### config.mk
export PLATFORM = sky130hd
export DESIGN_NAME = multi_channel_adc_sampler
export DESIGN_NICKNAME = d
export VERILOG_FILES = /design/src/rtl/multi_channel_adc_sampler.sv
export SDC_FILE = /design/constraint.sdc
export NUM_CORES = 1
export LEC_CHECK = 0
export ABC_AREA = 1
export CORE_MARGIN = 4
export CORE_UTILIZATION = 56
export DETAILED_ROUTE_END_ITERATION = 6
export PLACE_DENSITY = 0.95
export SYNTH_ARGS = -nofsm -noshare
export SYNTH_HDL_FRONTEND = slang
export SYNTH_SLANG_ARGS = --single-unit
### constraint.sdc
create_clock -name clk -period 4 [get_ports clk]
set_clock_uncertainty 0.05 [all_clocks]
set_input_delay 0.6 -clock clk [delete_from_list [all_inputs] [get_ports clk]]
set_output_delay 0.6 -clock clk [all_outputs]
set_load 0.005 [all_outputs]
### src/rtl/multi_channel_adc_sampler.sv
// Multi-channel ADC sampler: divides clk to a sampling tick, snapshots all channels,
// and streams the snapshot one channel per valid/ready beat with overrun detection.
module multi_channel_adc_sampler #(
    parameter int unsigned CLK_FREQ    = 100000000,
    parameter int unsigned TARGET_FREQ = 256,
    parameter int unsigned NUM_CH      = 8,
    parameter int unsigned DATA_W      = 32,
    parameter int unsigned FRAME_W     = 16,
    localparam int unsigned CH_W       = (NUM_CH > 1) ? $clog2(NUM_CH) : 1
) (
    input  logic                     clk,
    input  logic                     rst_n,
    input  logic                     en,
    input  logic                     clr_ovr,
    input  logic [NUM_CH*DATA_W-1:0] adc_in,
    output logic                     sample_clk,
    output logic                     m_valid,
    input  logic                     m_ready,
    output logic [DATA_W-1:0]        m_data,
    output logic [CH_W-1:0]          m_ch,
    output logic                     m_last,
    output logic [FRAME_W-1:0]       frame_cnt,
    output logic                     overrun
);

    localparam int unsigned DIV   = CLK_FREQ / TARGET_FREQ;
    localparam int unsigned CNT_W = (DIV > 1) ? $clog2(DIV) : 1;

    typedef enum logic {
        IDLE = 1'b0,
        SEND = 1'b1
    } state_t;

    state_t            state;
    state_t            state_nxt;
    logic [CNT_W-1:0]  counter;
    logic [DATA_W-1:0] snap [NUM_CH];
    logic              tick;
    logic              hs;
    logic              last_hs;
    logic              capture;
    logic              advance;
    logic              ovr_set;
    logic [CH_W-1:0]   ch_nxt;

    // Sampling divider and its square-wave view
    always_ff @(posedge clk or negedge rst_n) begin
        if (!rst_n) begin
            counter    <= '0;
            sample_clk <= 1'b0;
        end else begin
            if (!en || (counter == CNT_W'(DIV - 1))) begin
                counter <= '0;
            end else begin
                counter <= counter + CNT_W'(1);
            end
            sample_clk <= en && (counter < CNT_W'(DIV / 2));
        end
    end

    // State register
    always_ff @(posedge clk or negedge rst_n) begin
        if (!rst_n) begin
            state <= IDLE;
        end else begin
            state <= state_nxt;
        end
    end

    // Next state: a tick coinciding with the last handshake keeps us in SEND
    always_comb begin
        state_nxt = state;
        case (state)
            IDLE:    if (capture) state_nxt = SEND;
            SEND:    if (last_hs && !capture) state_nxt = IDLE;
            default: state_nxt = IDLE;
        endcase
    end

    // Control strobes
    always_comb begin
        tick    = en && (counter == CNT_W'(DIV - 1));
        hs      = m_valid && m_ready;
        last_hs = hs && m_last;
        capture = tick && ((state == IDLE) || last_hs);
        advance = hs && !m_last;
        ovr_set = tick && (state == SEND) && !last_hs;
        ch_nxt  = m_ch + CH_W'(1);
    end

    assign m_valid = (state == SEND);

    // Snapshot, beat registers, frame counter and sticky overrun
    always_ff @(posedge clk or negedge rst_n) begin
        if (!rst_n) begin
            for (int unsigned k = 0; k < NUM_CH; k++) begin
                snap[k] <= '0;
            end
            m_data    <= '0;
            m_ch      <= '0;
            m_last    <= 1'b0;
            frame_cnt <= '0;
            overrun   <= 1'b0;
        end else begin
            if (capture) begin
                for (int unsigned k = 0; k < NUM_CH; k++) begin
                    snap[k] <= adc_in[k*DATA_W +: DATA_W];
                end
                m_data    <= adc_in[DATA_W-1:0];
                m_ch      <= '0;
                m_last    <= (NUM_CH == 1);
                frame_cnt <= frame_cnt + FRAME_W'(1);
            end else if (advance) begin
                m_data <= snap[ch_nxt];
                m_ch   <= ch_nxt;
                m_last <= (ch_nxt == CH_W'(NUM_CH - 1));
            end else if (last_hs) begin
                m_data <= '0;
                m_ch   <= '0;
                m_last <= 1'b0;
            end

            if (ovr_set) begin
                overrun <= 1'b1;
            end else if (clr_ovr) begin
                overrun <= 1'b0;
            end
        end
    end

endmodule

After elaboration in Yosys (flattened, before gate mapping)
Index checks and enable logic that the tools add are counted.

$lt $le $gt $ge: 2. Eq/ne operators: 2. Reductions and logical operators: 17. Bitwise logic cells: 2. $add $sub $neg: 3. Muxes and demuxes: 18.

Operator list (number): $mux 32 (5); $bmux 32 s3 (1); $add 19x1->19 const B (1); $eq 19x19->1 const B (1); $lt 19x18->1 const B (1); $mux 19 (1); $add 16x1->16 const B (1); $logic_and 1x1->1 (9); $mux 3 (3); $mux 1 (7); $ge 4x4->1 const B (1); $logic_not 1->1 (4); $not 3->4 (1); $add 3x1->3 const B (1); $eq 3x3->1 const B (1); $reduce_bool 3->1 (1); $logic_or 1x1->1 (2); $pmux 1 s2 (1); $reduce_bool 2->1 (1); $not 1->1 (1).

Output and inout port bits: 55. Logic and storage cells: 60. Flip-flop bits (word level): 330. Input port bits: 261.

Logic depth before layout (Yosys ltp)
Gate-level depths: netlist of the first run.

Word-level depth: 8. Mapped depth: 12. Mapped depth without buffers: 10.

Worst setup path before layout of the first run
Ideal clock, no wire load.

Path type: reg-to-reg. From: reg m_ch[0]. To: reg m_data[0]. Library setup time: 0.070 ns. Path buffers: 4. Arrival: 2.052 ns. Stages on the path, launching flop included: 11. Required time: 3.880 ns. Period minus slack after synthesis: 2.172 ns. Path slack: 1.828 ns. Cells stage by stage: dfrtp_1 -> clkinv_1 -> clkbuf_1 -> ha_1 -> buf_2 -> buf_2 -> buf_1 -> o21ai_0 -> o211ai_1 -> nand3_1 -> nand3_1.

Longest elaborated chain between the ends: 7.

Ends and longest elaborated chain: start: declaration (line 20) `output logic [CH_W-1:0] m_ch,`; start signal: assignment (line 115) `m_ch <= ch_nxt;`; $add 3x1->3 (line 88) `ch_nxt = m_ch + CH_W'(1);`; $not 3->4 (implied by the code) (line 114) `m_data <= snap[ch_nxt];`; $bmux 32 s3 (line 114); $mux 32 (implied by the code) (2 in series) (line 114); $mux 32 (line 113) `end else if (advance) begin`; $mux 32 (line 105) `if (capture) begin`; end signal: assignment (line 109) `m_data <= adc_in[DATA_W-1:0];`; end signal: assignment (line 114); end: declaration (line 19) `output logic [DATA_W-1:0] m_data,`.

Every way passes these cells. The select of a mux whose other input is x is not followed. A chain may end at the register's enable or synchronous reset.

Worst setup path after layout of the first run
From: reg m_ch[0]. To: reg m_data[8].

The elaborated chain is that of the path after synthesis.

==> impl_metrics.tcl, run 1 <==
set metrics [dict create \
    route.antenna.remaining_nets 0 \
    synth_xor_area_share_pct 1.182 \
    run_status "finished clean" \
    syn_avg_cell_area_um2 7.637 \
    die_h_um 174.7 \
    dpl.hpwl_mm 31.51 \
    grt.overflow.total 0 \
    p_leak_nw 10.03 \
    cellPowerDensity_nw_per_um2 355.0 \
    io_buffer_count 315 \
    grt_pass1_wl_mm 76.38 \
    synthAdderAreaFrac_pct 0.4019 \
    crit_required_ps 4340 \
    netlist_instances 2038 \
    p_total_mw 7.132 \
    synth.most_common_cell "nand2_1" \
    ctsResizeCount 0 \
    synth-seq-cells 330 \
    ys_top_cells_by_count "829 x nand2_1, 330 x dfrtp_1, 150 x o21ai_0" \
    ys_seq_area_share_pct 53.05 \
    ys.flop_type "dfrtp_1" \
    yosys.area_share.simple_pct 29.61 \
    cts_tree "done" \
    routabilityCongestion 0.9547 \
    min_period_ps 3216 \
    crit_type "flop to flop" \
    grt_setup_unrepaired "no" \
    hold_buffers 0 \
    clockRootBuffer "clkbuf_16" \
    synth_edf_count 0 \
    critPathBufInv 3 \
    clockBufferDepth 3 \
    antenna_found_initial 4 \
    dieWidth_um 174.7 \
    setup-tns-final_ps 0 \
    max_slew_margin_pct 18.98 \
    netlist_area_um2 15560 \
    synthDistinctLibCells 29 \
    path_clk_slew_ps 60 \
    grt_max_degree 272 \
    rows 60 \
    synth.top_cell.area_share_pct 53.05 \
    dr.first_iter.drc_count 2331 \
    cts_made_buffers 36 \
    finalCritPeriodShare_pct 80.39 \
    finalSetupViolations 0 \
    h-tree-depth 2 \
    finalWirelength_mm 47.86 \
    cp-end-kind "flop" \
    viasPerCell 5.646 \
    hp-class "input port to async pin" \
    slew_violations 0 \
    synthTopCellsByArea "dfrtp_1 53%, nand2_1 20%, o21ai_0 4.8%" \
    syn2layout_area_growth_pct 29.08 \
    drive_gt1_share_pct 3.978 \
    yosysTopAreaCell "dfrtp_1" \
    dr.pass1.iters 6 \
    yosysWarnings 0 \
    pin_count 316 \
    initial_utilization_pct 57.27 \
    die-area_um2 30530 \
    synth-compound-area-share_pct 8.947 \
    cpMaxStageDelayCell "dfrtp_4" \
    cp_data_arrival_time_ps 3560 \
    nNetsFinal 2552 \
    clk_latency_ps 510 \
    fmax_mhz 311.0 \
    cp-start-kind "flop" \
    worst_slew_pin_slew_ps 1215 \
    vias 15170 \
    grt_pass1_vias 14800 \
    fin_cells 2687 \
    worstPathMaxFanout 53 \
    cap_violations 0 \
    critPathTopFamily "buffers and inverters" \
    route.detailed.wl_per_inst_um 17.81 \
    dp_cells 2620 \
    post_cts_buffers 0 \
    drc 0 \
    crit_chain "inv_2 > ha_4 > inv_1 > a21oi_1 > o21ai_0 > nand3_1 > nand2_1 > inv_1 > nand3_1" \
    synth_nets 2304 \
    synth_top_family_by_area "simple AND/OR/NAND/NOR gates" \
    grt_use_total_pct 30.53 \
    ys_async_sr_fraction_pct 100.0 \
    cpPeakStageDelay_ps 790 \
    ir_worst_vdd_uv 328.6 \
    synth.mux.area_fraction_pct 0 \
    core_um2 27180 \
    cts.sinks 330 \
    hold_violations 0 \
]
-- cell usage in the layout, fill, tap and decap left out, types with 3 or more instances in the layout --
master	instances
clkbuf_16	37
nor2_1	147
clkinv_2	6
clkbuf_8	7
nand2_1	828
nand4_1	39
o211ai_1	4
xor2_1	11
inv_2	4
xnor2_1	10
ha_1	4
nand3_1	117
buf_4	12
nor3_1	15
o21ai_0	150
inv_1	126
clkdlybuf4s50_1	313
dfrtp_1	329
clkbuf_1	7
bufinv_16	3
o21ai_1	51
a21oi_1	64
buf_12	6
-- per-layer routing --
metal	vias to the layer above	wire, um	share of wire (%)	track usage, %
met5	-	27	0.056	0
met4	4	2144	4.5	12.80
met3	167	4487	9.4	5.279
met2	979	22030	46	47.67
met1	7081	19170	40	42.74
li1	6940	-	-	-
-- cell type report --
cell class | count | area [um2]
fillers | 1859 | 7086
diodes | 2 | 5.005
clock buffers | 51 | 1049
repair buffers | 333 | 3363
multi-input cells | 1454 | 6286
flip-flops and latches | 330 | 8262
well taps | 372 | 465.4
clock inverters | 14 | 161.4
inverters | 131 | 499.2
-- worst register-to-register path, cell delays in order, from the launching register on --
cell and delay (ps):
dfrtp_4 790, inv_2 130, ha_4 610, inv_1 650
a21oi_1 400, o21ai_0 150, nand3_1 140, nand2_1 60
inv_1 40, nand3_1 80
-- through the flow --
step	hold WS [ps]	setup WS (ps)	cell area [um2]	util, %
floorplan	254.4	1828	15560	-
global placement	406.2	948.5	18880	69.46
detailed placement	409.9	846.4	18880	69.46
CTS	127.5	811.2	20090	73.91
global route	171.6	578.5	20090	73.93
finish	107.2	784.3	20090	73.93
-- kinds of logic after synthesis --
group | Yosys count
buffers and inverters | 254
DFF | 330
and+or+nand+nor | 1154
adders and majority gates | 5
AOI/OAI and AO/OA | 274
xor gates and xnor gates | 21
-- flip-flops by register name, indices dropped and copies added, names as in the netlist --
signal / count
m_data: 32
m_ch: 3
m_last: 1
frame_cnt: 16
counter: 19
m_valid: 1
sample_clk: 1
snap: 256
overrun: 1
-- report_power, final --
part / internal (mW) / switching [mW]
logic: 0.233 / 0.142
clock network: 2.03 / 1.38
registers: 3.34 / 0.00283
total: 5.61 / 1.53
-- worst paths after layout --
kind / from / endpoint / slack [ps] / depth (start not counted)
hold / removal: rst_n / snap[65] / 110 / 1
min in group clk: snap[62] / snap[62] / 430 / 2
max in group asynchronous: rst_n / snap[131] / 2740 / 2
setup reg to reg: m_ch[0] / m_data[8] / 780 / 9
setup / recovery: m_ch[0] / m_data[8] / 780 / 9
hold reg to reg: snap[62] / snap[62] / 430 / 2
No activity file was read; power rests on OpenSTA's default activity.
==> inputs of run 2 (changes only) <==
Settings changed: CORE_UTILIZATION 56 to 47, PLACE_DENSITY 0.95 to 0.88.
Clock period 4 ns to 2.8 ns, I/O delays scaled along.
==> impl_metrics.tcl, run 2 (synthesis gave the netlist of run 1 again) <==
set metrics [dict create \
    p_total_mw 9.950 \
    fmax_mhz 386.0 \
    min_period_ps 2591 \
    hp-class "input port to flop" \
    clockBufferDepth 3 \
    cpPeakStageDelay_ps 660 \
    worstPathMaxFanout 191 \
    fin_cells 2770 \
    cts.sinks 330 \
    finalCritPeriodShare_pct 92.53 \
    cap_violations 0 \
    largest_reg_flops 256 \
    finalSetupViolations 0 \
    n_antenna_cell 0 \
    p_leak_nw 10.11 \
    clockRootBuffer "clkbuf_16" \
    hold_violations 0 \
    route.detailed.wl_per_inst_um 17.59 \
    cp_data_arrival_time_ps 2120 \
    reg_top3 "snap: 256 flops, m_data: 32 flops, counter: 19 flops" \
    grt_max_degree 192 \
    die-area_um2 36090 \
    dr.pass1.iters 5 \
    top_layer "met5" \
    placed_area_um2 19150 \
    antenna_found_initial 2 \
    wl_met3_mm 4.030 \
    io_buffer_count 315 \
    max_slew_margin_pct 29.27 \
    core_um2 32620 \
    drive_gt1_share_pct 4.553 \
    grt.overflow.total 0 \
    setup-tns-final_ps 0 \
    die_h_um 190.0 \
    routabilityCongestion 0.8904 \
    grt_pass1_wl_mm 77.27 \
    finalWirelength_mm 48.72 \
    dieWidth_um 190.0 \
    design_area_um2 20320 \
    layout_commonest_cell "nand2_1" \
    nNetsFinal 2569 \
    cts_made_buffers 36 \
    top_register "snap" \
    rows 66 \
    pin_count 316 \
    nFillCells 2680 \
    cp-end-kind "output port" \
    grt_use_total_pct 26.44 \
    slew_violations 0 \
    grt_pass1_vias 14720 \
    ir_worst_vdd_uv 334.5 \
    cellPowerDensity_nw_per_um2 489.6 \
    cpMaxStageDelayCell "clkdlybuf4s50_1" \
    initial_utilization_pct 47.72 \
    drc 0 \
    syn2layout_area_growth_pct 30.55 \
    clk_latency_ps 510 \
    h-tree-depth 2 \
    crit_required_ps 2330 \
    crit_chain "buf_16 > clkdlybuf4s50_1" \
    cp-start-kind "flop" \
    viasPerCell 5.323 \
    grt_setup_unrepaired "no" \
    drt-met1-wl_mm 20.24 \
    path_clk_slew_ps 60 \
    worst_slew_pin_slew_ps 1061 \
    dpl.hpwl_mm 32.95 \
    dp_cells 2706 \
    route.antenna.remaining_nets 0 \
    final_cell_mix "828 x nand2_1, 329 x dfrtp_1, 313 x clkdlybuf4s50_1" \
    run_status "finished clean" \
    dr.first_iter.drc_count 1190 \
    met2_length_mm 22.43 \
    cts_tree "done" \
    crit_type "flop to output port" \
    vias 14750 \
]
==> run 2: changes by cell type in the layout (fill, tap and decap cells not counted) <==
cell           previous run  this run
clkinv_4                  1         0
clkinv_2                  6         5
clkinvlp_4                2         1
buf_4                    12        22
dlygate4sd3_1             0         1
buf_6                     0         1
diode_2                   2         0
clkbuf_8                  7        11
buf_16                    0         1
bufinv_16                 3         0
buf_12                    6        10
==> run 2: area by class of cell <==
cell class	count	area (um2)	area share [%]
clock inverters	8	50.05	0.2463
clock buffers	55	1104	5.431
flip-flops and latches	330	8262	40.66
inverters	131	499.2	2.457
repair buffers	350	3567	17.55
multi-input cells	1454	6286	30.93
well taps	442	553.0	2.722
==> run 2: path summary, 6_finish.rpt <==
kind	cells past startpoint	slack [ps]	startpoint	end
max in group asynchronous	3	1390	rst_n	m_data[18]
min in group asynchronous	2	490	rst_n	snap[61]
worst min register to register	2	430	snap[79]	snap[79]
worst max-delay path	2	210	m_ch[0]	m_ch[0]
worst min-delay path	3	390	adc_in[98]	snap[130]
worst max register to register	10	260	counter[0]	m_data[10]
==> run 2: repair_timing <==
action	in CTS	in global routing
hold buffers	1	0
setup endpoints to repair	0	3
hold endpoints to repair	83	0
resized for setup	0	2
buffers inserted	0	0
==> run 2: through the flow <==
stage                     setup WS, ps  util, %  hold WS [ps]
after floorplan                  628.4        -         74.41
after global placement           122.6    58.70         406.9
after detailed placement         70.33    58.70         410.0
after CTS                        110.9    62.26         374.3
after global routing             50.90    62.30         395.2
final                            209.1    62.30         390.7
==> run 2: report_power, final <==
| group | switching (mW) | total [mW] | internal (mW) |
|---|---|---|---|
| Sequential | 0.00314 | 4.78 | 4.77 |
| Combinational | 0.197 | 0.540 | 0.343 |
| Clock | 1.91 | 4.63 | 2.72 |
==> run 2: worst max-delay path, delay by kind of cell (launching register included) <==
kind	cells	cell delay [ps]
buf+inv	2	1100
flops	1	450
==> run 2: metal layers <==
layer,vias up,track usage [%]
met1,6946,36.29
met4,4,10.52
li1,6957,-
met5,-,0
met2,702,41.85
met3,137,4.954
